$ cat src/rtl/fht_unload_if.sv
`default_nettype none
// ============================================================================
// fht_unload_if : bank-read, stream-out and control bundle of the FHT unloader
// Rev 1.0
// ============================================================================
interface fht_unload_if #(
    parameter int D_BIT = 22,
    parameter int A_BIT = 8
);
    logic             iRDY;
    logic [A_BIT-1:0] oADDR_RD_0;
    logic [A_BIT-1:0] oADDR_RD_1;
    logic [A_BIT-1:0] oADDR_RD_2;
    logic [A_BIT-1:0] oADDR_RD_3;
    logic [D_BIT-1:0] iDATA_0;
    logic [D_BIT-1:0] iDATA_1;
    logic [D_BIT-1:0] iDATA_2;
    logic [D_BIT-1:0] iDATA_3;
    logic [D_BIT-1:0] oDATA;
    logic [A_BIT+1:0] oIDX;
    logic             oVALID;
    logic             iREADY;
    logic             oLAST;
    logic             oBUSY;
    logic             oDONE;

    // master is the unloader itself, slave is the FHT core / RAM / sink side
    modport master (
        input  iRDY, iDATA_0, iDATA_1, iDATA_2, iDATA_3, iREADY,
        output oADDR_RD_0, oADDR_RD_1, oADDR_RD_2, oADDR_RD_3,
        output oDATA, oIDX, oVALID, oLAST, oBUSY, oDONE
    );

    modport slave (
        output iRDY, iDATA_0, iDATA_1, iDATA_2, iDATA_3, iREADY,
        input  oADDR_RD_0, oADDR_RD_1, oADDR_RD_2, oADDR_RD_3,
        input  oDATA, oIDX, oVALID, oLAST, oBUSY, oDONE
    );
endinterface
`default_nettype wire

$ cat src/rtl/fht_unload.sv
`default_nettype none
// ============================================================================
// fht_unload : streams one FHT frame out of four bit-reversed RAM banks
// Rev 1.0
// ============================================================================
module fht_unload #(
    parameter int D_BIT  = 22,
    parameter int A_BIT  = 8,
    parameter int RD_LAT = 2
) (
    input  logic         iCLK,
    input  logic         iRESET,
    fht_unload_if.master bus
);

    typedef enum logic [2:0] {
        ST_IDLE  = 3'd0,
        ST_FETCH = 3'd1,
        ST_WAIT  = 3'd2,
        ST_SEND  = 3'd3,
        ST_FIN   = 3'd4
    } state_t;

    localparam logic [A_BIT-1:0] J_LAST = {A_BIT{1'b1}};
    localparam logic [1:0]       LAT    = 2'(RD_LAT);

    function automatic logic [A_BIT-1:0] bit_rev(input logic [A_BIT-1:0] v);
        logic [A_BIT-1:0] r;
        r = '0;
        for (int i = 0; i < A_BIT; i++) begin
            r[i] = v[A_BIT-1-i];
        end
        return r;
    endfunction

    state_t           state_q, state_d;
    logic [A_BIT-1:0] j_q, j_d;
    logic [1:0]       b_q, b_d;
    logic [1:0]       wcnt_q, wcnt_d;
    logic [A_BIT-1:0] addr_q, addr_d;
    logic [D_BIT-1:0] line_q [4];
    logic [D_BIT-1:0] line_d [4];
    logic             rdy_q, rdy_d;

    logic             start;
    logic [A_BIT-1:0] j_inc;
    logic [1:0]       b_inc;

    assign start = bus.iRDY & ~rdy_q;
    assign j_inc = j_q + A_BIT'(1);
    assign b_inc = b_q + 2'd1;

    always_ff @(posedge iCLK or negedge iRESET) begin
        if (!iRESET) begin
            state_q <= ST_IDLE;
            j_q     <= '0;
            b_q     <= '0;
            wcnt_q  <= '0;
            addr_q  <= '0;
            line_q  <= '{default: '0};
            rdy_q   <= 1'b0;
        end else begin
            state_q <= state_d;
            j_q     <= j_d;
            b_q     <= b_d;
            wcnt_q  <= wcnt_d;
            addr_q  <= addr_d;
            line_q  <= line_d;
            rdy_q   <= rdy_d;
        end
    end

    always_comb begin
        state_d = state_q;
        j_d     = j_q;
        b_d     = b_q;
        wcnt_d  = wcnt_q;
        addr_d  = addr_q;
        line_d  = line_q;
        rdy_d   = bus.iRDY;

        case (state_q)
            ST_IDLE: begin
                if (start) begin
                    j_d     = '0;
                    b_d     = '0;
                    addr_d  = '0;
                    state_d = ST_FETCH;
                end
            end
            ST_FETCH: begin
                wcnt_d  = 2'd1;
                state_d = ST_WAIT;
            end
            ST_WAIT: begin
                // the address register is untouched here, so the banks see a stable address
                if (wcnt_q == LAT) begin
                    line_d[0] = bus.iDATA_0;
                    line_d[1] = bus.iDATA_1;
                    line_d[2] = bus.iDATA_2;
                    line_d[3] = bus.iDATA_3;
                    b_d       = 2'd0;
                    state_d   = ST_SEND;
                end else begin
                    wcnt_d = wcnt_q + 2'd1;
                end
            end
            ST_SEND: begin
                if (bus.iREADY) begin
                    if (b_q != 2'd3) begin
                        b_d = b_inc;
                    end else if (j_q != J_LAST) begin
                        j_d     = j_inc;
                        addr_d  = bit_rev(j_inc);
                        state_d = ST_FETCH;
                    end else begin
                        state_d = ST_FIN;
                    end
                end
            end
            ST_FIN: begin
                state_d = ST_IDLE;
            end
            default: begin
                state_d = ST_IDLE;
            end
        endcase
    end

    // Outputs decode registered state only, so iREADY never reaches them combinationally.
    assign bus.oADDR_RD_0 = addr_q;
    assign bus.oADDR_RD_1 = addr_q;
    assign bus.oADDR_RD_2 = addr_q;
    assign bus.oADDR_RD_3 = addr_q;
    assign bus.oDATA      = line_q[b_q];
    assign bus.oIDX       = {j_q, b_q};
    assign bus.oVALID     = (state_q == ST_SEND);
    assign bus.oLAST      = (state_q == ST_SEND) && (j_q == J_LAST) && (b_q == 2'd3);
    assign bus.oBUSY      = (state_q == ST_FETCH) || (state_q == ST_WAIT) || (state_q == ST_SEND);
    assign bus.oDONE      = (state_q == ST_FIN);

endmodule
`default_nettype wire
$ cat src/flat_wrapper.sv
// flat-port wrapper written by rule: the top's interface ports become plain ports
module fht_unload_flat 
#(
    parameter int D_BIT  = 22,
    parameter int A_BIT  = 8,
    parameter int RD_LAT = 2
)
  (iCLK, iRESET, bus_iRDY, bus_iDATA_0, bus_iDATA_1, bus_iDATA_2, bus_iDATA_3, bus_iREADY, bus_oADDR_RD_0, bus_oADDR_RD_1, bus_oADDR_RD_2, bus_oADDR_RD_3, bus_oDATA, bus_oIDX, bus_oVALID, bus_oLAST, bus_oBUSY, bus_oDONE);
  fht_unload_if #(.D_BIT(D_BIT), .A_BIT(A_BIT)) bus_i ();
  input  logic iCLK;
  input  logic iRESET;
  input wire logic [$bits(bus_i.iRDY)-1:0] bus_iRDY;
  input wire logic [$bits(bus_i.iDATA_0)-1:0] bus_iDATA_0;
  input wire logic [$bits(bus_i.iDATA_1)-1:0] bus_iDATA_1;
  input wire logic [$bits(bus_i.iDATA_2)-1:0] bus_iDATA_2;
  input wire logic [$bits(bus_i.iDATA_3)-1:0] bus_iDATA_3;
  input wire logic [$bits(bus_i.iREADY)-1:0] bus_iREADY;
  output wire logic [$bits(bus_i.oADDR_RD_0)-1:0] bus_oADDR_RD_0;
  output wire logic [$bits(bus_i.oADDR_RD_1)-1:0] bus_oADDR_RD_1;
  output wire logic [$bits(bus_i.oADDR_RD_2)-1:0] bus_oADDR_RD_2;
  output wire logic [$bits(bus_i.oADDR_RD_3)-1:0] bus_oADDR_RD_3;
  output wire logic [$bits(bus_i.oDATA)-1:0] bus_oDATA;
  output wire logic [$bits(bus_i.oIDX)-1:0] bus_oIDX;
  output wire logic [$bits(bus_i.oVALID)-1:0] bus_oVALID;
  output wire logic [$bits(bus_i.oLAST)-1:0] bus_oLAST;
  output wire logic [$bits(bus_i.oBUSY)-1:0] bus_oBUSY;
  output wire logic [$bits(bus_i.oDONE)-1:0] bus_oDONE;
  assign bus_i.iRDY = bus_iRDY;
  assign bus_i.iDATA_0 = bus_iDATA_0;
  assign bus_i.iDATA_1 = bus_iDATA_1;
  assign bus_i.iDATA_2 = bus_iDATA_2;
  assign bus_i.iDATA_3 = bus_iDATA_3;
  assign bus_i.iREADY = bus_iREADY;
  assign bus_oADDR_RD_0 = bus_i.oADDR_RD_0;
  assign bus_oADDR_RD_1 = bus_i.oADDR_RD_1;
  assign bus_oADDR_RD_2 = bus_i.oADDR_RD_2;
  assign bus_oADDR_RD_3 = bus_i.oADDR_RD_3;
  assign bus_oDATA = bus_i.oDATA;
  assign bus_oIDX = bus_i.oIDX;
  assign bus_oVALID = bus_i.oVALID;
  assign bus_oLAST = bus_i.oLAST;
  assign bus_oBUSY = bus_i.oBUSY;
  assign bus_oDONE = bus_i.oDONE;
  fht_unload #(.D_BIT(D_BIT), .A_BIT(A_BIT), .RD_LAT(RD_LAT)) u_core (.iCLK(iCLK), .iRESET(iRESET), .bus(bus_i));
endmodule
$ cat config.mk
export PLATFORM = sky130hd
export DESIGN_NAME = fht_unload_flat
export DESIGN_NICKNAME = d
export VERILOG_FILES = /design/src/rtl/fht_unload_if.sv /design/src/rtl/fht_unload.sv /design/src/flat_wrapper.sv
export SDC_FILE = /design/constraint.sdc
export NUM_CORES = 1
export LEC_CHECK = 0
export CORE_MARGIN = 1.5
export CORE_UTILIZATION = 50
export CTS_CLUSTER_DIAMETER = 60
export CTS_CLUSTER_SIZE = 10
export DETAILED_ROUTE_END_ITERATION = 7
export MAX_ROUTING_LAYER = met4
export PLACE_DENSITY = 0.86
export RECOVER_POWER = 25
export REMOVE_ABC_BUFFERS = 1
export SYNTH_ARGS = -nofsm -noshare
export SYNTH_HDL_FRONTEND = slang
export SYNTH_SLANG_ARGS = --single-unit
$ cat constraint.sdc
create_clock -name iCLK -period 3.95 [get_ports iCLK]
set_clock_uncertainty 0.2 [all_clocks]
set_input_delay 0.79 -clock iCLK [delete_from_list [all_inputs] [get_ports iCLK]]
set_output_delay 0.79 -clock iCLK [all_outputs]
set_load 0.05 [all_outputs]
After elaboration in Yosys (flattened, before gate mapping) --
Cells that the tools add are included.
Cells by class: muxes and demuxes 25, add/sub/neg operators 3, bitwise operators 3, eq/ne operators 16, reductions and logical operators 13, order comparisons 1
Operators by type and width (number):
- 8-bit two-way mux | 7
- 22-bit binary-select mux with 2-bit select | 1
- 22-bit two-way mux | 2
- 8-bit case mux with 2 select lines | 2
- 3-bit two-way mux | 5
- 3-bit case mux with 4 select lines | 1
- 2-bit two-way mux | 5
- 5-bit AND reduction | 2
- 8-bit by 1-bit adder with 8-bit output (second input constant) | 1
- 8-bit == test (second input constant) | 1
- 2-bit by 1-bit != test with 1-bit output (second input constant) | 4
- 2-bit != test (second input constant) | 4
- 8-bit != test (second input constant) | 1
- 3-bit by 2-bit == test with 1-bit output (second input constant) | 2
- 2-bit case mux with 3 select lines | 1
- 2-bit by 1-bit adder with 2-bit output (second input constant) | 2
- 2-bit == test (second input constant) | 2
- 2-bit case mux with 2 select lines | 1
- 2-bit AND reduction | 2
- 4-bit AND reduction | 1
- 2-bit nonzero test | 2
- 3-bit by 1-bit == test with 1-bit output (second input constant) | 1
- 3-bit == test (second input constant) | 1
- 3-bit >= comparator (second input constant) | 1
- 7 further kinds | 9
Word-level totals: word-level logic and storage cells 71, register bits after elaboration 112, input bits 92

Logic depth before layout (Yosys ltp) --
depth after elaboration 5, depth in mapped cells 7, depth with buffers taken out 6

Worst setup path after synthesis --
OpenSTA, ideal clock, no wires.
path kind register to output, from register u_core.j_q[0], to output port bus_oLAST, stages on the path, launching flop included 5, slack 995 ps, data arrival time 1965 ps, path buffers 0, path through dfrtp_1 -> ha_1 -> nand4_1 -> nor2_1 -> and3_1
On the way: cells in the longest elaborated chain, start to end 3
Ends and longest elaborated chain:
- start, declared | RTL line fht_unload.sv:37 | logic [A_BIT-1:0] j_q, j_d;
- start signal, assigned | RTL line fht_unload.sv:64 | j_q <= j_d;
- 8-bit == test | RTL line fht_unload.sv:138 | assign bus.oLAST = (state_q == ST_SEND) && (j_q == J_LAST) && (b_q == 2'd3);
- 1-bit logical AND (2 in a row) | RTL line fht_unload.sv:138
- end, declared | RTL line flat_wrapper.sv:25 | output wire logic [$bits(bus_i.oLAST)-1:0] bus_oLAST;
Every way passes these cells.

Worst setup path after layout --
Same ends and word-level chain as after synthesis.

==> reports/results.ini <==
[clock_network]
numClockSinks=104
holdBufCountCts=0
clockRootBuffer=clkbuf_8
post_cts_buffers=0
cts_buffers=9
cts_tree=done
htreeDepth=3
clk_path_buf_depth=2
clkTransAtPathRegs_ns=0.10
cts_resized=0
clk_latency_ns=0.35

[global_routing]
grt_max_degree=66
grt_pass1_vias=3439
grt_usage=0.2132
grt-ovfl-total=0
grt_antenna_before_repair=0
grt_first_pass_wirelength_um=16550

[pwr]
power_mw=5.357
power_density_mw_per_mm2=809.0
ir_worst_vdd_uv=606.0
leakage_nw=2.813

[finish]
syn_to_final_growth_pct=33.70
layout-drive-gt1-share=0.2920
antenna_cells=0
final_area_sq_mm=0.006621
nets=566

[critical_path]
r2r_end=u_core.line_q[64]
path_class=reg -> out
cp.required_ns=2.96
cp-end-kind=output port
crit-reg2reg-launch=u_core.wcnt_q[0]
reg2regPathDepth=5
arrival_ns=2.72
crit_fanout=9
reg2reg_setup_slack_ns=1.58
cp-start-kind=flip-flop
startpoint=u_core.j_q[0]

[logic_synthesis]
syn_avg_cell_area_sq_um=14.31
yosys.area_share.simple=0.04295
seq_area_frac_synth=0.5255
synth_mux_area_frac=0.3072
synthAdderAreaFrac=0.007580
ys.flop_type=dfrtp_1
ys_ff_latch=104
synth_xor_area_frac=0
syn_area_sq_mm=0.004952
synth_compound_area_frac=0.04144
synth-async-reset-ratio=1.000
synthTopCellsByArea=dfrtp_1, mux2_2, mux4_2
yosys_warnings=0
yosysTopAreaCellShare=0.5255
synth_top_family_by_area=multiplexers
synth-edff-count=0
synth_cell_types=44
syn_inst=346
yosysTopAreaCell=dfrtp_1
yosysMostFrequentCell=dfrtp_1
synth_commonest_cells=dfrtp_1, mux2_2, buf_4

[route]
drt-vias-per-instance=5.414
drtPass1Iterations=5
wl_um=10720
drt_iter0_drc=71
wl_per_cell_um=17.59
vias=3297
antenna_left=0
remaining_drc_errors=0

[sta]
setup_tns_ns=0
finalCriticalPeriod_ns=3.715
hold_violations=0
slew_violations=66
post-route-period-util=0.9404
clock.fmax_mhz=269.2
relSlewSlack=-0.04927
finalSetupViolations=0
grt_setup_unrepaired=false
hold_ws_ns=0.3111
worst_pin_slew_ns=1.574

[worst_hold_path]
worstHoldStart=u_core.line_q[9]
hold_depth=1
hold_class=reg -> reg
hold-path-endpoint=u_core.line_q[9]

[status]
violations=max-capacitance violations, max-slew violations
status=finished with violations

[floorplan]
io_pins=160
die_x_um=102.5
dieArea_sq_mm=0.01051
die_y_um=102.5
rows=36
core_sq_mm=0.009684
initial_core_util=0.5114

[place]
gp_congestion=0.9189
port_buffers=159
place_area_sq_mm=0.006426
dp_hpwl_um=7600

[flow_run]
max_cap_violations=1

worst max-delay path, cell delays in order, from the launching register on:
cell and delay (ns):
dfrtp_1 0.52, ha_1 0.30, nand4_1 0.19, nor2_1 0.31, and3_1 0.23, clkdlybuf4s50_1 0.82
registers in the layout (all words and copies together) (netlist names):
| signal | cells |
|---|---|
| u_core.j_q | 7 |
| u_core.wcnt_q | 2 |
| u_core.b_q | 2 |
| u_core.state_q | 3 |
| u_core.line_q | 88 |
| u_core.rdy_q | 1 |
| u_core.bus.oADDR_RD_0 | 1 |
power breakdown:
part	switching (mW)	total, mW	internal, mW	leakage (nW)
Sequential	0.309	1.80	1.49	1.32
Clock	0.362	0.661	0.299	0.100
Combinational	1.60	2.90	1.30	1.39
Total	2.27	5.36	3.09	2.81
final cells by class:
type / count / area [sq um]
fill: 674 / 3063
timing repair buffer: 166 / 1635
inverter: 6 / 22.52
clock buffer: 9 / 123.9
clock inverter: 7 / 77.57
sequential: 104 / 2604
multi-input combinational: 184 / 1992
tap: 133 / 166.4
layer usage:
metal  track usage  up-vias  share of wire
met3       0.04610       17          0.063
met5             -        -              0
li1              -     1491              -
met1        0.2601     1650           0.42
met2        0.3627      139           0.50
met4       0.05479        0          0.018
how the worst max path moves through the flow:
stage                  endpoint
2_1_floorplan  u_core.line_q[0]
5_1_grt               bus_oLAST
3_3_place_gp          bus_oLAST
4_1_cts               bus_oLAST
6_report              bus_oLAST
3_5_place_dp          bus_oLAST
cells in the final DEF (no fill, tap or decap), drive strengths merged, types with 3 or more instances in the layout:
| cell type | instances |
|---|---|
| a21oi | 10 |
| clkdlybuf4s50 | 157 |
| clkbuf | 11 |
| dfrtp | 104 |
| nor2 | 4 |
| and3 | 3 |
| o21ai | 4 |
| inv | 8 |
| mux4 | 22 |
| mux2 | 89 |
| nand2 | 9 |
| nand3 | 5 |
| clkinv | 3 |
| o22ai | 3 |
| ha | 3 |
| buf | 6 |
logic make-up (layout without fill, tap and decap cells):
group / Yosys count / in the layout
fa+ha+maj: 3 / 3
buf+inv: 58 / 188
compound gates: 31 / 31
flops: 104 / 104
simple gates: 37 / 37
mux: 113 / 113
metrics by stage:
step,util,setup slack [ns],std cells
6_report,0.6837,0.2353,609
5_1_grt,0.6837,0.1194,609
3_5_place_dp,0.6636,0.6684,593
3_3_place_gp,0.6636,0.7566,593
2_1_floorplan,-,-6.437,294
4_1_cts,0.6844,0.2436,609
Power figures use the tool's default switching activity.
